File: src/rtl/axi4_lite_arb_pkg.sv
// axi4_lite_arb_pkg: FSM state encoding and AXI response codes shared by the arbiter and its bench.
package axi4_lite_arb_pkg;
    typedef enum logic [1:0] {IDLE, RD, WR} state_e;
    localparam logic [1:0] OKAY   = 2'b00;
    localparam logic [1:0] EXOKAY = 2'b01;
    localparam logic [1:0] SLVERR = 2'b10;
    localparam logic [1:0] DECERR = 2'b11;
endpackage

File: src/rtl/axi4_lite_arbiter_if.sv
// axi4_lite_interface: AXI4-Lite bundle; master drives requests, slave drives responses.
interface axi4_lite_interface #(
    parameter int ADDR_WIDTH = 32,
    parameter int DATA_WIDTH = 32
);
    logic [ADDR_WIDTH-1:0]   araddr;
    logic                    arvalid;
    logic                    arready;
    logic [DATA_WIDTH-1:0]   rdata;
    logic [1:0]              rresp;
    logic                    rvalid;
    logic                    rready;
    logic [ADDR_WIDTH-1:0]   awaddr;
    logic                    awvalid;
    logic                    awready;
    logic [DATA_WIDTH-1:0]   wdata;
    logic [DATA_WIDTH/8-1:0] wstrb;
    logic                    wvalid;
    logic                    wready;
    logic [1:0]              bresp;
    logic                    bvalid;
    logic                    bready;
    modport master (
        output araddr, arvalid, rready, awaddr, awvalid, wdata, wstrb, wvalid, bready,
        input  arready, rdata, rresp, rvalid, awready, wready, bresp, bvalid
    );
    modport slave (
        input  araddr, arvalid, rready, awaddr, awvalid, wdata, wstrb, wvalid, bready,
        output arready, rdata, rresp, rvalid, awready, wready, bresp, bvalid
    );
endinterface

File: src/rtl/rr_arbiter_2.sv
// rr_arbiter_2: two-way round-robin pick; on a tie the requester not granted last wins.
module rr_arbiter_2 (
    input  logic [1:0] req_i,
    input  logic       last_i,
    output logic       grant_o,
    output logic       valid_o
);
    assign valid_o = |req_i;
    assign grant_o = &req_i ? ~last_i : req_i[1];
endmodule

File: src/rtl/axi4_lite_arbiter.sv
// axi4_lite_arbiter: shares one AXI4-Lite slave between two requesters, one transaction at a time.
module axi4_lite_arbiter
    import axi4_lite_arb_pkg::*;
#(
    parameter int ADDR_WIDTH = 32,
    parameter int DATA_WIDTH = 32
) (
    input logic                clock,
    input logic                reset,
    axi4_lite_interface.slave  m0,
    axi4_lite_interface.slave  m1,
    axi4_lite_interface.master s
);
    state_e                  state_q, state_d;
    logic                    owner_q, owner_d, last_q, last_d;
    logic                    gnt, gnt_valid;
    logic [1:0]              req;
    logic [ADDR_WIDTH-1:0]   own_araddr, own_awaddr;
    logic [DATA_WIDTH-1:0]   own_wdata;
    logic [DATA_WIDTH/8-1:0] own_wstrb;
    logic                    own_arvalid, own_rready, own_awvalid, own_wvalid, own_bready;
    logic                    rd, wr, r0, r1, w0, w1;

    assign req = {m1.arvalid | m1.awvalid | m1.wvalid, m0.arvalid | m0.awvalid | m0.wvalid};

    rr_arbiter_2 u_rr (
        .req_i  (req),
        .last_i (last_q),
        .grant_o(gnt),
        .valid_o(gnt_valid)
    );

    always_ff @(posedge clock) begin
        if (reset) begin
            state_q <= IDLE;
            owner_q <= 1'b0;
            last_q  <= 1'b1;
        end else begin
            state_q <= state_d;
            owner_q <= owner_d;
            last_q  <= last_d;
        end
    end

    // A master holding both read and write requests is served its read first.
    always_comb begin
        state_d = state_q;
        owner_d = owner_q;
        last_d  = last_q;
        case (state_q)
            IDLE: if (gnt_valid) begin
                owner_d = gnt;
                last_d  = gnt;
                state_d = (gnt ? m1.arvalid : m0.arvalid) ? RD : WR;
            end
            RD: if (s.rvalid && own_rready) state_d = IDLE;
            WR: if (s.bvalid && own_bready) state_d = IDLE;
            default: state_d = IDLE;
        endcase
    end

    assign own_araddr  = owner_q ? m1.araddr  : m0.araddr;
    assign own_arvalid = owner_q ? m1.arvalid : m0.arvalid;
    assign own_rready  = owner_q ? m1.rready  : m0.rready;
    assign own_awaddr  = owner_q ? m1.awaddr  : m0.awaddr;
    assign own_awvalid = owner_q ? m1.awvalid : m0.awvalid;
    assign own_wdata   = owner_q ? m1.wdata   : m0.wdata;
    assign own_wstrb   = owner_q ? m1.wstrb   : m0.wstrb;
    assign own_wvalid  = owner_q ? m1.wvalid  : m0.wvalid;
    assign own_bready  = owner_q ? m1.bready  : m0.bready;

    assign rd = state_q == RD;
    assign wr = state_q == WR;
    assign r0 = rd & ~owner_q;
    assign r1 = rd &  owner_q;
    assign w0 = wr & ~owner_q;
    assign w1 = wr &  owner_q;

    assign s.araddr  = rd ? own_araddr : '0;
    assign s.arvalid = rd & own_arvalid;
    assign s.rready  = rd & own_rready;
    assign s.awaddr  = wr ? own_awaddr : '0;
    assign s.awvalid = wr & own_awvalid;
    assign s.wdata   = wr ? own_wdata : '0;
    assign s.wstrb   = wr ? own_wstrb : '0;
    assign s.wvalid  = wr & own_wvalid;
    assign s.bready  = wr & own_bready;

    assign m0.arready = r0 & s.arready;
    assign m0.rvalid  = r0 & s.rvalid;
    assign m0.rdata   = r0 ? s.rdata : '0;
    assign m0.rresp   = r0 ? s.rresp : '0;
    assign m0.awready = w0 & s.awready;
    assign m0.wready  = w0 & s.wready;
    assign m0.bvalid  = w0 & s.bvalid;
    assign m0.bresp   = w0 ? s.bresp : '0;

    assign m1.arready = r1 & s.arready;
    assign m1.rvalid  = r1 & s.rvalid;
    assign m1.rdata   = r1 ? s.rdata : '0;
    assign m1.rresp   = r1 ? s.rresp : '0;
    assign m1.awready = w1 & s.awready;
    assign m1.wready  = w1 & s.wready;
    assign m1.bvalid  = w1 & s.bvalid;
    assign m1.bresp   = w1 ? s.bresp : '0;
endmodule
File: src/flat_wrapper.sv
// flat-port wrapper written by rule: the top's interface ports become plain ports
module axi4_lite_arbiter_flat import axi4_lite_arb_pkg::*;
#(
    parameter int ADDR_WIDTH = 32,
    parameter int DATA_WIDTH = 32
)
  (clock, reset, m0_araddr, m0_arvalid, m0_rready, m0_awaddr, m0_awvalid, m0_wdata, m0_wstrb, m0_wvalid, m0_bready, m0_arready, m0_rdata, m0_rresp, m0_rvalid, m0_awready, m0_wready, m0_bresp, m0_bvalid, m1_araddr, m1_arvalid, m1_rready, m1_awaddr, m1_awvalid, m1_wdata, m1_wstrb, m1_wvalid, m1_bready, m1_arready, m1_rdata, m1_rresp, m1_rvalid, m1_awready, m1_wready, m1_bresp, m1_bvalid, s_araddr, s_arvalid, s_rready, s_awaddr, s_awvalid, s_wdata, s_wstrb, s_wvalid, s_bready, s_arready, s_rdata, s_rresp, s_rvalid, s_awready, s_wready, s_bresp, s_bvalid);
  axi4_lite_interface #(.ADDR_WIDTH(ADDR_WIDTH), .DATA_WIDTH(DATA_WIDTH)) m0_i ();
  axi4_lite_interface #(.ADDR_WIDTH(ADDR_WIDTH), .DATA_WIDTH(DATA_WIDTH)) m1_i ();
  axi4_lite_interface #(.ADDR_WIDTH(ADDR_WIDTH), .DATA_WIDTH(DATA_WIDTH)) s_i ();
  input logic clock;
  input logic reset;
  input wire logic [$bits(m0_i.araddr)-1:0] m0_araddr;
  input wire logic [$bits(m0_i.arvalid)-1:0] m0_arvalid;
  input wire logic [$bits(m0_i.rready)-1:0] m0_rready;
  input wire logic [$bits(m0_i.awaddr)-1:0] m0_awaddr;
  input wire logic [$bits(m0_i.awvalid)-1:0] m0_awvalid;
  input wire logic [$bits(m0_i.wdata)-1:0] m0_wdata;
  input wire logic [$bits(m0_i.wstrb)-1:0] m0_wstrb;
  input wire logic [$bits(m0_i.wvalid)-1:0] m0_wvalid;
  input wire logic [$bits(m0_i.bready)-1:0] m0_bready;
  output wire logic [$bits(m0_i.arready)-1:0] m0_arready;
  output wire logic [$bits(m0_i.rdata)-1:0] m0_rdata;
  output wire logic [$bits(m0_i.rresp)-1:0] m0_rresp;
  output wire logic [$bits(m0_i.rvalid)-1:0] m0_rvalid;
  output wire logic [$bits(m0_i.awready)-1:0] m0_awready;
  output wire logic [$bits(m0_i.wready)-1:0] m0_wready;
  output wire logic [$bits(m0_i.bresp)-1:0] m0_bresp;
  output wire logic [$bits(m0_i.bvalid)-1:0] m0_bvalid;
  input wire logic [$bits(m1_i.araddr)-1:0] m1_araddr;
  input wire logic [$bits(m1_i.arvalid)-1:0] m1_arvalid;
  input wire logic [$bits(m1_i.rready)-1:0] m1_rready;
  input wire logic [$bits(m1_i.awaddr)-1:0] m1_awaddr;
  input wire logic [$bits(m1_i.awvalid)-1:0] m1_awvalid;
  input wire logic [$bits(m1_i.wdata)-1:0] m1_wdata;
  input wire logic [$bits(m1_i.wstrb)-1:0] m1_wstrb;
  input wire logic [$bits(m1_i.wvalid)-1:0] m1_wvalid;
  input wire logic [$bits(m1_i.bready)-1:0] m1_bready;
  output wire logic [$bits(m1_i.arready)-1:0] m1_arready;
  output wire logic [$bits(m1_i.rdata)-1:0] m1_rdata;
  output wire logic [$bits(m1_i.rresp)-1:0] m1_rresp;
  output wire logic [$bits(m1_i.rvalid)-1:0] m1_rvalid;
  output wire logic [$bits(m1_i.awready)-1:0] m1_awready;
  output wire logic [$bits(m1_i.wready)-1:0] m1_wready;
  output wire logic [$bits(m1_i.bresp)-1:0] m1_bresp;
  output wire logic [$bits(m1_i.bvalid)-1:0] m1_bvalid;
  output wire logic [$bits(s_i.araddr)-1:0] s_araddr;
  output wire logic [$bits(s_i.arvalid)-1:0] s_arvalid;
  output wire logic [$bits(s_i.rready)-1:0] s_rready;
  output wire logic [$bits(s_i.awaddr)-1:0] s_awaddr;
  output wire logic [$bits(s_i.awvalid)-1:0] s_awvalid;
  output wire logic [$bits(s_i.wdata)-1:0] s_wdata;
  output wire logic [$bits(s_i.wstrb)-1:0] s_wstrb;
  output wire logic [$bits(s_i.wvalid)-1:0] s_wvalid;
  output wire logic [$bits(s_i.bready)-1:0] s_bready;
  input wire logic [$bits(s_i.arready)-1:0] s_arready;
  input wire logic [$bits(s_i.rdata)-1:0] s_rdata;
  input wire logic [$bits(s_i.rresp)-1:0] s_rresp;
  input wire logic [$bits(s_i.rvalid)-1:0] s_rvalid;
  input wire logic [$bits(s_i.awready)-1:0] s_awready;
  input wire logic [$bits(s_i.wready)-1:0] s_wready;
  input wire logic [$bits(s_i.bresp)-1:0] s_bresp;
  input wire logic [$bits(s_i.bvalid)-1:0] s_bvalid;
  assign m0_i.araddr = m0_araddr;
  assign m0_i.arvalid = m0_arvalid;
  assign m0_i.rready = m0_rready;
  assign m0_i.awaddr = m0_awaddr;
  assign m0_i.awvalid = m0_awvalid;
  assign m0_i.wdata = m0_wdata;
  assign m0_i.wstrb = m0_wstrb;
  assign m0_i.wvalid = m0_wvalid;
  assign m0_i.bready = m0_bready;
  assign m0_arready = m0_i.arready;
  assign m0_rdata = m0_i.rdata;
  assign m0_rresp = m0_i.rresp;
  assign m0_rvalid = m0_i.rvalid;
  assign m0_awready = m0_i.awready;
  assign m0_wready = m0_i.wready;
  assign m0_bresp = m0_i.bresp;
  assign m0_bvalid = m0_i.bvalid;
  assign m1_i.araddr = m1_araddr;
  assign m1_i.arvalid = m1_arvalid;
  assign m1_i.rready = m1_rready;
  assign m1_i.awaddr = m1_awaddr;
  assign m1_i.awvalid = m1_awvalid;
  assign m1_i.wdata = m1_wdata;
  assign m1_i.wstrb = m1_wstrb;
  assign m1_i.wvalid = m1_wvalid;
  assign m1_i.bready = m1_bready;
  assign m1_arready = m1_i.arready;
  assign m1_rdata = m1_i.rdata;
  assign m1_rresp = m1_i.rresp;
  assign m1_rvalid = m1_i.rvalid;
  assign m1_awready = m1_i.awready;
  assign m1_wready = m1_i.wready;
  assign m1_bresp = m1_i.bresp;
  assign m1_bvalid = m1_i.bvalid;
  assign s_araddr = s_i.araddr;
  assign s_arvalid = s_i.arvalid;
  assign s_rready = s_i.rready;
  assign s_awaddr = s_i.awaddr;
  assign s_awvalid = s_i.awvalid;
  assign s_wdata = s_i.wdata;
  assign s_wstrb = s_i.wstrb;
  assign s_wvalid = s_i.wvalid;
  assign s_bready = s_i.bready;
  assign s_i.arready = s_arready;
  assign s_i.rdata = s_rdata;
  assign s_i.rresp = s_rresp;
  assign s_i.rvalid = s_rvalid;
  assign s_i.awready = s_awready;
  assign s_i.wready = s_wready;
  assign s_i.bresp = s_bresp;
  assign s_i.bvalid = s_bvalid;
  axi4_lite_arbiter #(.ADDR_WIDTH(ADDR_WIDTH), .DATA_WIDTH(DATA_WIDTH)) u_core (.clock(clock), .reset(reset), .m0(m0_i), .m1(m1_i), .s(s_i));
endmodule
File: config.mk
export PLATFORM = sky130hd
export DESIGN_NAME = axi4_lite_arbiter_flat
export DESIGN_NICKNAME = d
export VERILOG_FILES = /design/src/rtl/axi4_lite_arb_pkg.sv /design/src/rtl/axi4_lite_arbiter_if.sv /design/src/rtl/rr_arbiter_2.sv /design/src/rtl/axi4_lite_arbiter.sv /design/src/flat_wrapper.sv
export SDC_FILE = /design/constraint.sdc
export NUM_CORES = 1
export LEC_CHECK = 0
export BUFFER_PORTS_ARGS = -buffer_cell sky130_fd_sc_hd__buf_2
export CAP_MARGIN = 15
export CORE_AREA = 8 8 166 168
export CTS_BUF_LIST = sky130_fd_sc_hd__clkbuf_8 sky130_fd_sc_hd__clkbuf_16
export DETAILED_ROUTE_END_ITERATION = 16
export DIE_AREA = 0 0 174 176
export GPL_TIMING_DRIVEN = 0
export PLACE_DENSITY = 0.36
export SLEW_MARGIN = 20
export SYNTH_ARGS = -nofsm -noshare
export SYNTH_HDL_FRONTEND = slang
export SYNTH_SLANG_ARGS = --single-unit
File: constraint.sdc
create_clock -name clock -period 1.45 [get_ports clock]
set_input_delay 0 -clock clock [delete_from_list [all_inputs] [get_ports clock]]
set_output_delay 0 -clock clock [all_outputs]
set_load 0.05 [all_outputs]
; ---- Word-level counts from Yosys, hierarchy flattened
; Index checks and enable logic that the tools add are counted.
[word_totals]
ramBits = 0
latchBits = 0
n_memories = 0
in_bits = 253
wordCells = 66
rom_bits = 0
register_bits = 4
out_inout_bits = 187
[classes]
eq_ne = 5
div = 0
multipliers = 0
n_lt_le_gt_ge = 0
muxes = 26
n_shift = 0
n_bitwise = 25
add_sub_neg = 0
n_reduce_logical = 7
[ops]
columns = operator, count
row1 = $mux W32, 8
row2 = $and A1 B1 Y1, 19
row3 = $mux W2, 8
row4 = $mux W4, 2
row5 = $mux W1, 7
row6 = $pmux W2 S3, 1
row7 = $ne A2 B2 Y1 const B, 2
row8 = $or A1 B1 Y1, 4
row9 = $reduce_and A2 Y1, 2
row10 = $reduce_and A3 Y1, 1
row11 = $eq A2 B1 Y1 const B, 1
row12 = $eq A2 B2 Y1 const B, 1
row13 = $logic_and A1 B1 Y1, 2
row14 = $logic_not A2 Y1, 1
row15 = $ne A2 B1 Y1 const B, 1
row16 = $not A1 Y1, 2
row17 = $reduce_or A2 Y1, 1

; ---- Logic depth before layout (Yosys ltp)
; Gate-level depths: netlist of run 1.
[logic_depth]
ltp_word = 8
mapped_depth = 6
depth_no_buf = 4

; ---- Hierarchy
; A second synthesis of run 1 with hierarchy kept.
[unflattened]
cells_unflattened = 257
hier_area_um2 = 1899.3
[modules_own_cells]
columns = module, seq_area_each_um2, cells_each, n_inst, area_each_um2
row1 = axi4_lite_arbiter, 80.1, 255, 1, 1885.6
row2 = rr_arbiter_2, 0.0, 2, 1, 13.8

; ---- Worst setup path after synthesis of run 1
; No wires, ideal clock.
[synth_path]
kind = register -> output
startpoint = register u_core.owner_q
endpoint = output s_araddr[16]
t_arrival_ps = 1443
path_buffers = 3
setup_slack_ps = 7
required_ps = 1450
path_stages_with_launch = 7
path_cell_list = dfxtp_1 > buf_4 > inv_1 > nor2_4 > buf_2 > buf_4 > a22o_1
[synth_via]
elab_chain_len = 2
[synth_lines]
columns = element, line_no
row1 = start: declaration, axi4_lite_arbiter.sv:15  ; logic owner_q, owner_d, last_q, last_d;
row2 = start signal: assignment, axi4_lite_arbiter.sv:40  ; owner_q <= owner_d;
row3 = $mux W32, axi4_lite_arbiter.sv:62  ; assign own_araddr = owner_q ? m1.araddr : m0.araddr;
row4 = $mux W32, axi4_lite_arbiter.sv:79  ; assign s.araddr = rd ? own_araddr : '0;
row5 = end: declaration, flat_wrapper.sv:47  ; output wire logic [$bits(s_i.araddr)-1:0] s_araddr;
; Every way passes these cells.

; ---- Worst setup path after layout of run 1
[layout_path]
startpoint = register u_core.state_q[0]
endpoint = output s_araddr[25]
[layout_via]
elab_chain_len = 2
[layout_lines]
columns = element, line_no
row1 = start: declaration, axi4_lite_arbiter.sv:14  ; state_e state_q, state_d;
row2 = start signal: assignment, axi4_lite_arbiter.sv:39  ; state_q <= state_d;
row3 = $eq A2 B1 Y1, axi4_lite_arbiter.sv:72  ; assign rd = state_q == RD;
row4 = $mux W32, axi4_lite_arbiter.sv:79
; Every way passes these cells.

==> results of run 1 <==
layout by cell type, fill, tap and decap left out, types with 2 or more instances in the layout:
cell type / count
o21ai_0: 3
mux2i_1: 2
nor2b_1: 2
nor2_4: 4
buf_12: 8
a22o_4: 5
buf_4: 16
a22o_1: 98
nand2b_4: 2
dfxtp_4: 2
buf_8: 74
nor2_1: 4
a21oi_1: 2
buf_6: 137
clkbuf_16: 11
nor3_1: 4
and2_1: 26
clkbuf_8: 5
buf_2: 255
and2_4: 56
diode_2: 2
dfxtp_1: 2
what timing repair did:
action	CTS	global route
gates cloned	6	9
pin swaps	16	61
gates resized for setup	523	61
buffers inserted	17	6
setup endpoints to repair	185	187
hold endpoints to repair	0	0
power breakdown:
group | internal, mW | switching [mW] | leakage (nW)
clock | 0.352 | 0.0769 | 0.0370
sequential | 0.145 | 0.0266 | 0.0344
combinational | 2.90 | 3.87 | 3.43
registers in the layout, indices dropped and copies added (netlist names):
signal and cells:
u_core.last_q 1, u_core.owner_q 1, u_core.state_q 2
layout make-up:
| type | count | area share, % |
|---|---|---|
| flip-flops and latches | 4 | 1.26 |
| inverters | 2 | 0.145 |
| diodes | 2 | 0.0723 |
| multi-input cells | 216 | 26.4 |
| repair buffers | 476 | 58.9 |
| clock buffers | 3 | 1.08 |
| plain buffers | 28 | 6.22 |
| well taps | 330 | 5.96 |
kinds of logic after synthesis:
group / after synthesis
compound gates: 112
buf+inv: 33
mux: 2
simple gates: 102
flops: 4
per-stage QoR:
| step | setup TNS [ns] | area [um2] | setup WS, ns | power, mW |
|---|---|---|---|---|
| 2_1_floorplan | 0 | 1910 | 0.00670 | 3.62 |
| 3_3_place_gp | -39.05 | 4520 | -0.460 | 5.02 |
| 3_5_place_dp | -37.83 | 4520 | -0.434 | 5.00 |
| 4_1_cts | -20.68 | 6510 | -0.180 | 7.12 |
| 5_1_grt | -25.58 | 6920 | -0.200 | 7.67 |
| 6_report | -13.94 | 6920 | -0.142 | 7.37 |
routing by layer:
layer | global-route usage [%] | wire length, um | up-vias
li1 | - | - | 1915
met1 | 11.3 | 6950 | 1857
met2 | 23.3 | 11200 | 279
met3 | 5.68 | 2390 | 14
met4 | 2.60 | 282 | 4
met5 | 0 | 23 | -
worst min path at each step:
stage,start,to,slack [ns],depth (start not counted)
floorplan,reset,u_core.owner_q,0.07,1
global placement,reset,u_core.owner_q,0.25,2
detailed placement,reset,u_core.owner_q,0.25,2
CTS,reset,u_core.owner_q,0.02,2
global route,reset,u_core.owner_q,0.05,2
finish,reset,u_core.owner_q,0.03,2
==> metrics, run 1 <==
initial antenna violation count=4; final setup vio count=174; post-synthesis cell type count=28; TritonCTS Buffers=3; FILL cells=2617; placed instance count=1022; hold crit path type=in -> reg; Slew HR=73.9%; Worst-path clk slew=0.03 ns; post-synthesis compound-gate area fraction=50.2%; Initial Util=7.71%; Worst Setup End Kind=primary output; worst r2r src=u_core.state_q[0]; most area-consuming cells after synthesis=a22o_1, and2_1, dfxtp_1, buf_4, buf_6; GRT Overall Usage=12.0%; Die Footprint=30600 um2; number of max-cap violations=0; simple-gate area share of the yosys netlist=33.5%; number of port buffers=439; Max clock buf depth=2; CTS Sinks=4; sequential element share of the synthesized area=4.18%; hold buffer count at CTS=0; Worst setup endpoint=s_araddr[25]; clock root buffer=clkbuf_16; number of cells on the critical path=8; Rows=58; Critical Path RT=1.45 ns; predominant post-synthesis flop cell=dfxtp_1; post-route worst setup slack=-0.142 ns; slowest cell delay on critical path=0.33 ns; Post-Synth Adder-Cell Area=0%; asr flop ratio synth=0%; gr ovfl total=0; sequential cell area=87.6 um2; Synth Area in XOR/XNOR=0%; TritonCTS clock tree=yes; DR vias/cell=3.84; YS warnings=0; crit path DAT=1.59 ns; vias in the first global route=4460; failing checks=negative setup slack; Tmin final=1.59 ns; Critical Path Source=u_core.state_q[0]; Max VDD drop=0.000441 V; CP top delay family=buffers and inverters; final wirelength=20.9 mm; DRT Pass-1 Iters=4; # IOs=440; Skew-Pair Late Insertion Delay=0.22 ns; mux contribution to synthesized area=1.05%; P&R area growth vs syn=262%; Synth top cells by count=a22o_1, and2_1, buf_4, buf_2, clkbuf_1; status=finished, violations left; post-route insts no fill=1061; Final Skew=0.00268 ns; drt drc=0; top cell type's share of synthesized area=47.1%; Post-synth EDFFs=0; critical path startpoint category=flip-flop; unrepaired setup endpoints after global routing=true; flops & latches, synth=4; fin crit share=110%; pin count of the biggest net entering global routing=11; largest family of logic cells by synthesized area=compound AO/OA/AOI/OAI gates; Reg2Reg Depth=4; WL/cell=19.7 um; die span in y=176 um; Worst path slowest cell=dfxtp_4; Worst Path Max Fanout=5; DR vias=4069; Final Hold Viols=0; synthesized area per cell=7.57 um2; footprint of the multi-input gates=1830 um2; gpl congestion=0.759; DR iter-0 viols=135; crit path cell chain=buf_6, nand2b_4, nor2_4, buf_12, buf_12, buf_8, a22o_1, buf_6; largest area contributor in the netlist=a22o_1; fin nets=984; leakage=3.50 nW; final-report max-slew violation count=0; H-tree Lvls=1; Die Wd=174 um; Cell Area, Synth=1910 um2; most common cell in the netlist=a22o_1; actual transition at the worst max-transition pin=0.388 ns; reg-to-reg slack, setup=0.10 ns; Mapped Nets=506; R2R Path End=u_core.last_q; Routed Antenna Nets=0; Core ar.=24800 um2; CP Buf/Inv Count=5; layout cells sized above 1=79.4%; critical setup path kind=reg -> out; max frequency=628 MHz; Worst Hold Margin=0.0321 ns; HPWL after DPL=16.7 mm; PD cells=1060 nW/um2; first-pass GRT wire length=28.5 mm; Final Core Density=27.9%; Synth Instances=253
Power figures use the tool's default switching activity.
==> run 2, diff against run 1 <==
--- a/config.mk
+++ b/config.mk
@@ -7,12 +7,12 @@
 export LEC_CHECK = 0
 export BUFFER_PORTS_ARGS = -buffer_cell sky130_fd_sc_hd__buf_2
 export CAP_MARGIN = 15
-export CORE_AREA = 8 8 166 168
+export CORE_AREA = 8 8 163 165
 export CTS_BUF_LIST = sky130_fd_sc_hd__clkbuf_8 sky130_fd_sc_hd__clkbuf_16
 export DETAILED_ROUTE_END_ITERATION = 16
-export DIE_AREA = 0 0 174 176
+export DIE_AREA = 0 0 171 173
 export GPL_TIMING_DRIVEN = 0
-export PLACE_DENSITY = 0.36
+export PLACE_DENSITY = 0.37
 export SLEW_MARGIN = 20
 export SYNTH_ARGS = -nofsm -noshare
 export SYNTH_HDL_FRONTEND = slang
==> constraint.sdc (replaced) <==
create_clock -name clock -period 1.9 [get_ports clock]
set_input_delay 0 -clock clock [delete_from_list [all_inputs] [get_ports clock]]
set_output_delay 0 -clock clock [all_outputs]
set_load 0.05 [all_outputs]
==> run 2 against run 1 <==
The run now ends clean; cell area decreased by 30%; largest cell class unchanged; critical path depth decreased by 2; largest power group unchanged; cell count decreased by 3.6%; core utilization decreased by 7.8 points; highest routed layer unchanged.
==> metrics, run 2 (synthesis results as in run 1) <==
Slew HR=62.1% (was 73.9%); clock root buffer=clkbuf_16 (unchanged); critical setup path kind=reg -> out (unchanged); fin crit share=95.8%; setup TNS=0 ns (was -13.94 ns); pin count of the biggest net entering global routing=11 (unchanged); Rows=57 (was 58); most used cell, CP=buf_4; commonest non-fill, non-tap cell in the layout=buf_2 (unchanged); crit path cell chain=nand2b_2, nor2_4, buf_8, buf_4, a22o_1, buf_4 (was buf_6, nand2b_4, nor2_4, buf_12, buf_12, buf_8, a22o_1, buf_6); Seq pwr share=3.2% (was 2.3%); Die Wd=171 um (was 174 um); CP Buf/Inv Count=3 (was 5); final-report max-slew violation count=0 (unchanged); Skew-Pair Late Insertion Delay=0.22 ns (about the same); DR iter-0 viols=96 (was 135); P&R area growth vs syn=152% (was 262%); die span in y=173 um (was 176 um); DR vias/cell=3.74 (was 3.84); Core ar.=24000 um2 (was 24800 um2); Tmin final=1.82 ns; Reg2Reg Depth=3 (was 4); Comb pwr share=89.2% (was 91.8%); Worst path slowest cell=dfxtp_1 (was dfxtp_4); DRT Pass-1 Iters=4 (unchanged); TritonCTS clock tree=yes (unchanged); Worst-path clk slew=0.03 ns (about the same); switching pwr=2.72 mW (was 3.97 mW); reg-to-reg slack, setup=0.57 ns (was 0.10 ns); hold crit path type=in -> reg (unchanged); Max clock buf depth=2 (unchanged); met1 Resource Use GR=10.8% (was 11.3%); max frequency=549 MHz; actual transition at the worst max-transition pin=0.554 ns (was 0.388 ns); crit path DAT=1.82 ns (was 1.59 ns); Largest Register=u_core.state_q (unchanged); gr ovfl total=0 (unchanged); PD cells=878 nW/um2 (was 1060 nW/um2); clock share of power=7.6% (was 5.8%); Sw Share=64.4% (was 53.9%); Final Hold Viols=0 (unchanged); final wirelength=18.5 mm (was 20.9 mm); Worst Setup End Kind=primary output (unchanged); max FFs per register=2 (unchanged); drt drc=0 (unchanged); initial antenna violation count=4 (unchanged); FILL cells=2754 (was 2617); CTS Sinks=4 (unchanged); Critical Path RT=1.90 ns (was 1.45 ns); fin nets=953 (was 984); Worst Hold Margin=0.0160 ns (was 0.0321 ns); final setup vio count=0 (was 174); status=finished clean (was finished, violations left); Die Footprint=29600 um2 (was 30600 um2); Top Registers=u_core.state_q x2, u_core.last_q x1, u_core.owner_q x1 (unchanged); Final Skew=0.000689 ns (was 0.00268 ns); number of port buffers=439 (unchanged); hold path start=reset (unchanged); GRT Overall Usage=11.1% (was 12.0%); Hold Path Cell Cnt=2 (unchanged); DR vias=3826 (was 4069); gpl congestion=0.821 (was 0.759); unrepaired setup endpoints after global routing=true (unchanged); CP top delay family=buffers and inverters (unchanged); R2R Path End=u_core.state_q[1] (was u_core.last_q); # IOs=440 (unchanged); GRT Max-Usage Layer=met2 (unchanged); Routed Antenna Nets=0 (unchanged); Worst Path Max Fanout=10 (was 5); TritonCTS Buffers=3 (unchanged); H-tree Lvls=1 (unchanged); HPWL after DPL=16.5 mm (was 16.7 mm); Internal=1.51 mW (was 3.39 mW); Worst Hold End=u_core.owner_q (unchanged); M2 GR Usage=21.5% (was 23.3%); met3 Resource Use GR=4.60% (was 5.68%); vias in the first global route=4133 (was 4460); Initial Util=7.99% (was 7.71%); Final Core Density=20.1% (was 27.9%); leakage=2.88 nW (was 3.50 nW); worst r2r src=u_core.state_q[1] (was u_core.state_q[0]); WL/cell=18.1 um (was 19.7 um); critical path startpoint category=flip-flop (unchanged); leading cell types in the layout, fill and taps excluded=buf_2, a22o_1, and2_1 (was buf_2, buf_6, a22o_1); first-pass GRT wire length=25.1 mm (was 28.5 mm); Max VDD drop=0.000330 V (was 0.000441 V); number of max-cap violations=0 (unchanged); slowest cell delay on critical path=0.35 ns (was 0.33 ns); Pwr Total=4.23 mW (was 7.37 mW); layout cells sized above 1=69.1% (was 79.4%)
[run 2: power by group through the flow]
stage               clock network (mW)  logic [mW]  registers (mW)
floorplan                            0        2.64           0.127
global placement                     0        3.69           0.134
detailed placement                   0        3.67           0.134
CTS                              0.328        3.74           0.133
global route                     0.343        3.96           0.139
finish                           0.323        3.77           0.134
[run 2: area by class of cell]
cell class	instances	area (um2)	area share, %
clock buffers	3	75.1	1.56
flip-flops and latches	4	80.1	1.66
inverters	2	7.51	0.156
well taps	324	405	8.42
multi-input cells	216	1630	33.8
diodes	1	2.50	0.0519
repair buffers	442	2380	49.4
plain buffers	31	243	5.04
[run 2: repair_timing]
item,4_1_cts,5_1_grt
setup buffers,0,3
resized for setup,29,52
pin swaps,1,2
endpoints found under the setup margin,78,87
hold buffers,0,0
[run 2: metrics by stage]
stage               cells  setup WS (ns)  instance area (um2)
finish               1023         0.0792                 4820
detailed placement   1016         0.0451                 4520
floorplan             253          0.457                 1910
global route         1023        -0.0294                 4820
CTS                  1019       0.000910                 4660
global placement     1016         0.0444                 4520
[run 2: worst max path at each step]
stage                                 start      endpoint  slack [ns]  cells after the start
after floorplan              u_core.owner_q  s_araddr[16]        0.46                      6
after global placement       u_core.owner_q  s_araddr[21]        0.04                      7
after detailed placement     u_core.owner_q  s_araddr[21]        0.05                      7
after CTS                    u_core.owner_q  s_awaddr[14]      0.0009                      7
after global routing      u_core.state_q[0]  s_awaddr[21]       -0.03                      6
final                     u_core.state_q[0]  s_awaddr[21]        0.08                      6
[run 2: routing by layer]
layer | vias to the layer above | share of wire, %
met1 | 1677 | 35
met2 | 274 | 51
li1 | 1851 | -
met5 | - | 0.22
met4 | 6 | 1.2
met3 | 18 | 13
==> run 3, diff against run 2 <==
--- a/config.mk
+++ b/config.mk
@@ -7,13 +7,14 @@
 export LEC_CHECK = 0
 export BUFFER_PORTS_ARGS = -buffer_cell sky130_fd_sc_hd__buf_2
 export CAP_MARGIN = 15
-export CORE_AREA = 8 8 163 165
+export CORE_AREA = 2 2 171 173
 export CTS_BUF_LIST = sky130_fd_sc_hd__clkbuf_8 sky130_fd_sc_hd__clkbuf_16
 export DETAILED_ROUTE_END_ITERATION = 16
-export DIE_AREA = 0 0 171 173
+export DIE_AREA = 0 0 173 175
 export GPL_TIMING_DRIVEN = 0
-export PLACE_DENSITY = 0.37
+export PLACE_DENSITY = 0.33
 export SLEW_MARGIN = 20
 export SYNTH_ARGS = -nofsm -noshare
 export SYNTH_HDL_FRONTEND = slang
+export SYNTH_HIERARCHICAL = 1
 export SYNTH_SLANG_ARGS = --single-unit
==> run 3 against run 2 <==
Clock power increased by 2%; critical path type unchanged; fmax rose by 2.1%; first-iteration DRC count is 68% higher; largest power group unchanged.
==> metrics, run 3 <==
Slew HR=70.7% (was 62.1%); largest area contributor in the netlist=a22o_1 (unchanged); crit path cell chain=nand2b_1, nor2_4, buf_6, buf_4, a22o_1, buf_2 (was nand2b_2, nor2_4, buf_8, buf_4, a22o_1, buf_4); critical setup path kind=reg -> out (unchanged); Final Core Density=16.9% (was 20.1%); layout cells sized above 1=68.6% (was 69.1%); Synth top cells by count=a22o_1, and2_1, and3_1, buf_2 (was a22o_1, and2_1, buf_4, buf_2, clkbuf_1); predominant post-synthesis flop cell=dfxtp_1 (unchanged); DR vias=3824 (was 3826); Final Hold Viols=0 (unchanged); Worst Setup End Kind=primary output (unchanged); DR iter-0 viols=161 (was 96); crit path DAT=1.78 ns (was 1.82 ns); Core ar.=28400 um2 (was 24000 um2); DRT Pass-1 Iters=4 (unchanged); Synth Instances=257 (was 253); flops & latches, synth=4 (unchanged); drt drc=0 (unchanged); Skew-Pair Late Insertion Delay=0.22 ns (about the same); YS warnings=6 (was 0); initial antenna violation count=0 (was 4); H-tree Lvls=1 (unchanged); number of max-cap violations=0 (unchanged); final wirelength=17.4 mm (was 18.5 mm); P&R area growth vs syn=153% (was 152%); DR vias/cell=3.52 (was 3.74); Routed Antenna Nets=0 (unchanged); Critical Path Source=u_core/state_q[1] (was u_core.state_q[0]); slowest cell delay on critical path=0.33 ns (was 0.35 ns); vias in the first global route=3882 (was 4133); HPWL after DPL=15.3 mm (was 16.5 mm); critical path startpoint category=flip-flop (unchanged); TritonCTS clock tree=yes (unchanged); worst r2r src=u_core/owner_q (was u_core.state_q[1]); first-pass GRT wire length=24.4 mm (was 25.1 mm); GRT Overall Usage=10.4% (was 11.1%); CP Buf/Inv Count=3 (unchanged); leading cell types in the layout, fill and taps excluded=buf_2, a22o_1, and3_1, and2_1, buf_4 (was buf_2, a22o_1, and2_1); Rows=62 (was 57); Largest Register=u_core/state_q (was u_core.state_q); actual transition at the worst max-transition pin=0.440 ns (was 0.554 ns); Die Footprint=30300 um2 (was 29600 um2); max frequency=561 MHz (was 549 MHz); PD cells=872 nW/um2 (was 878 nW/um2); Max clock buf depth=2 (unchanged); Critical Path RT=1.90 ns (about the same); hold buffer count at CTS=0 (unchanged); post-synthesis cell type count=24 (was 28); max FFs per register=2 (unchanged); die span in y=175 um (was 173 um); unrepaired setup endpoints after global routing=false (was true); Worst path slowest cell=dfxtp_2 (was dfxtp_1); CP top delay family=buffers and inverters (unchanged); Cell Area, Synth=1900 um2 (was 1910 um2); Post-synth EDFFs=0 (unchanged); Worst-path clk slew=0.03 ns (about the same); commonest non-fill, non-tap cell in the layout=buf_2 (unchanged); # IOs=440 (unchanged); post-route insts no fill=1085 (was 1023); CTS Sinks=4 (unchanged); hold crit path type=in -> reg (unchanged); clock root buffer=clkbuf_16 (unchanged); Max VDD drop=0.000176 V (was 0.000330 V); asr flop ratio synth=0% (unchanged); Die Wd=173 um (was 171 um); placed instance count=1080 (was 1016); top cell type's share of synthesized area=47.5% (was 47.1%); most area-consuming cells after synthesis=a22o_1, and2_1, and3_1, buf_2, dfxtp_1 (was a22o_1, and2_1, dfxtp_1, buf_4, buf_6); Worst Path Max Fanout=10 (unchanged); Initial Util=6.69% (was 7.99%); synthesized area per cell=7.39 um2 (was 7.57 um2); Top Registers=u_core/state_q x2, u_core/last_q x1, u_core/owner_q x1 (was u_core.state_q x2, u_core.last_q x1, u_core.owner_q x1); gpl congestion=0.762 (was 0.821); leakage=3.03 nW (was 2.88 nW); number of port buffers=439 (unchanged); pin count of the biggest net entering global routing=11 (unchanged); hold path start=reset (unchanged); TritonCTS Buffers=3 (unchanged); most common cell in the netlist=a22o_1 (unchanged); sequential element share of the synthesized area=4.22% (was 4.18%); final-report max-slew violation count=0 (unchanged); gr ovfl total=0 (unchanged); fin crit share=93.9% (was 95.8%); Mapped Nets=510 (was 506); status=finished clean (unchanged); final setup vio count=0 (unchanged); WL/cell=16.1 um (was 18.1 um); Tmin final=1.78 ns (was 1.82 ns); fin nets=955 (was 953); Final Skew=0.00286 ns (was 0.000689 ns)
==> run 3: changes by cell type in the layout (fill, tap and decap cells not counted), moves of 3 or more <==
cell,delta
clkbuf_2,-3
buf_6,-6
o21ai_0,-3
nand2b_1,+5
buf_4,+5
and2_1,-41
buf_2,+27
clkbuf_4,-24
clkbuf_1,+6
and3_1,+41
==> run 3: cell type report <==
type,instances,area (um2)
repair buffers,440,2270
plain buffers,36,243
multi-input cells,215,1630
flip-flops and latches,4,82.6
inverters,2,7.51
diodes,1,2.50
fillers,3285,23600
clock buffers,3,75.1
well taps,384,480
==> run 3: stage by stage <==
stage	power, mW	area, um2	setup slack [ns]	TNS [ns]	hold slack, ns
finish	4.19	4800	0.117	0	0.0112
global route	4.41	4800	0.000442	0	0.0273
CTS	4.21	4760	0.000389	0	0.0104
detailed placement	3.78	4580	-0.111	-0.499	0.246
global placement	3.80	4580	-0.0921	-0.504	0.235
floorplan	2.71	1900	0.148	0	0.0724
==> run 3: worst paths after layout <==
check	cells past startpoint	slack, ns	endpoint
min reg2reg	2	0.57	u_core/last_q
min	2	0.01	u_core/owner_q
max	6	0.12	s_araddr[16]
max reg2reg	4	0.43	u_core/state_q[1]
==> run 3: cells by family (layout without fill, tap and decap cells) <==
logic type      after synthesis  in the layout  share of synthesized area, %
simple gates                102            102                          33.3
buf+inv                      38            481                          10.5
other cells                   0              1                             0
compound gates              109            109                          49.8
flops                         4              4                          4.22
mux                           4              4                          2.17
==> run 3: layer usage <==
| layer | part of all wire, % | global-route usage (%) | vias up |
|---|---|---|---|
| li1 | - | - | 1891 |
| met1 | 42 | 12.8 | 1715 |
| met2 | 51 | 19.1 | 209 |
| met3 | 6.4 | 1.87 | 9 |
| met4 | 1.0 | 1.66 | 0 |
| met5 | 0 | 0 | - |
==> run 3: timing repair <==
item,in CTS,in global routing
resized for setup,38,16
pin swaps,0,0
endpoints found under the setup margin,121,140
buffers inserted,1,0
==> run 3: power by group <==
part	leakage [nW]	switching, mW	internal, mW	total [mW]
Clock	0.0370	0.0587	0.269	0.328
Combinational	2.96	2.66	1.07	3.72
Sequential	0.0338	0.0280	0.109	0.137
Total	3.03	2.74	1.44	4.19
==> run 3: worst reg2reg max path, delay by kind of cell (launching register included) <==
kind,cells,cell delay [ns]
multiplexers,1,0.37
flip-flops,1,0.44
buffers and inverters,1,0.23
AO/OA/AOI/OAI,2,0.32
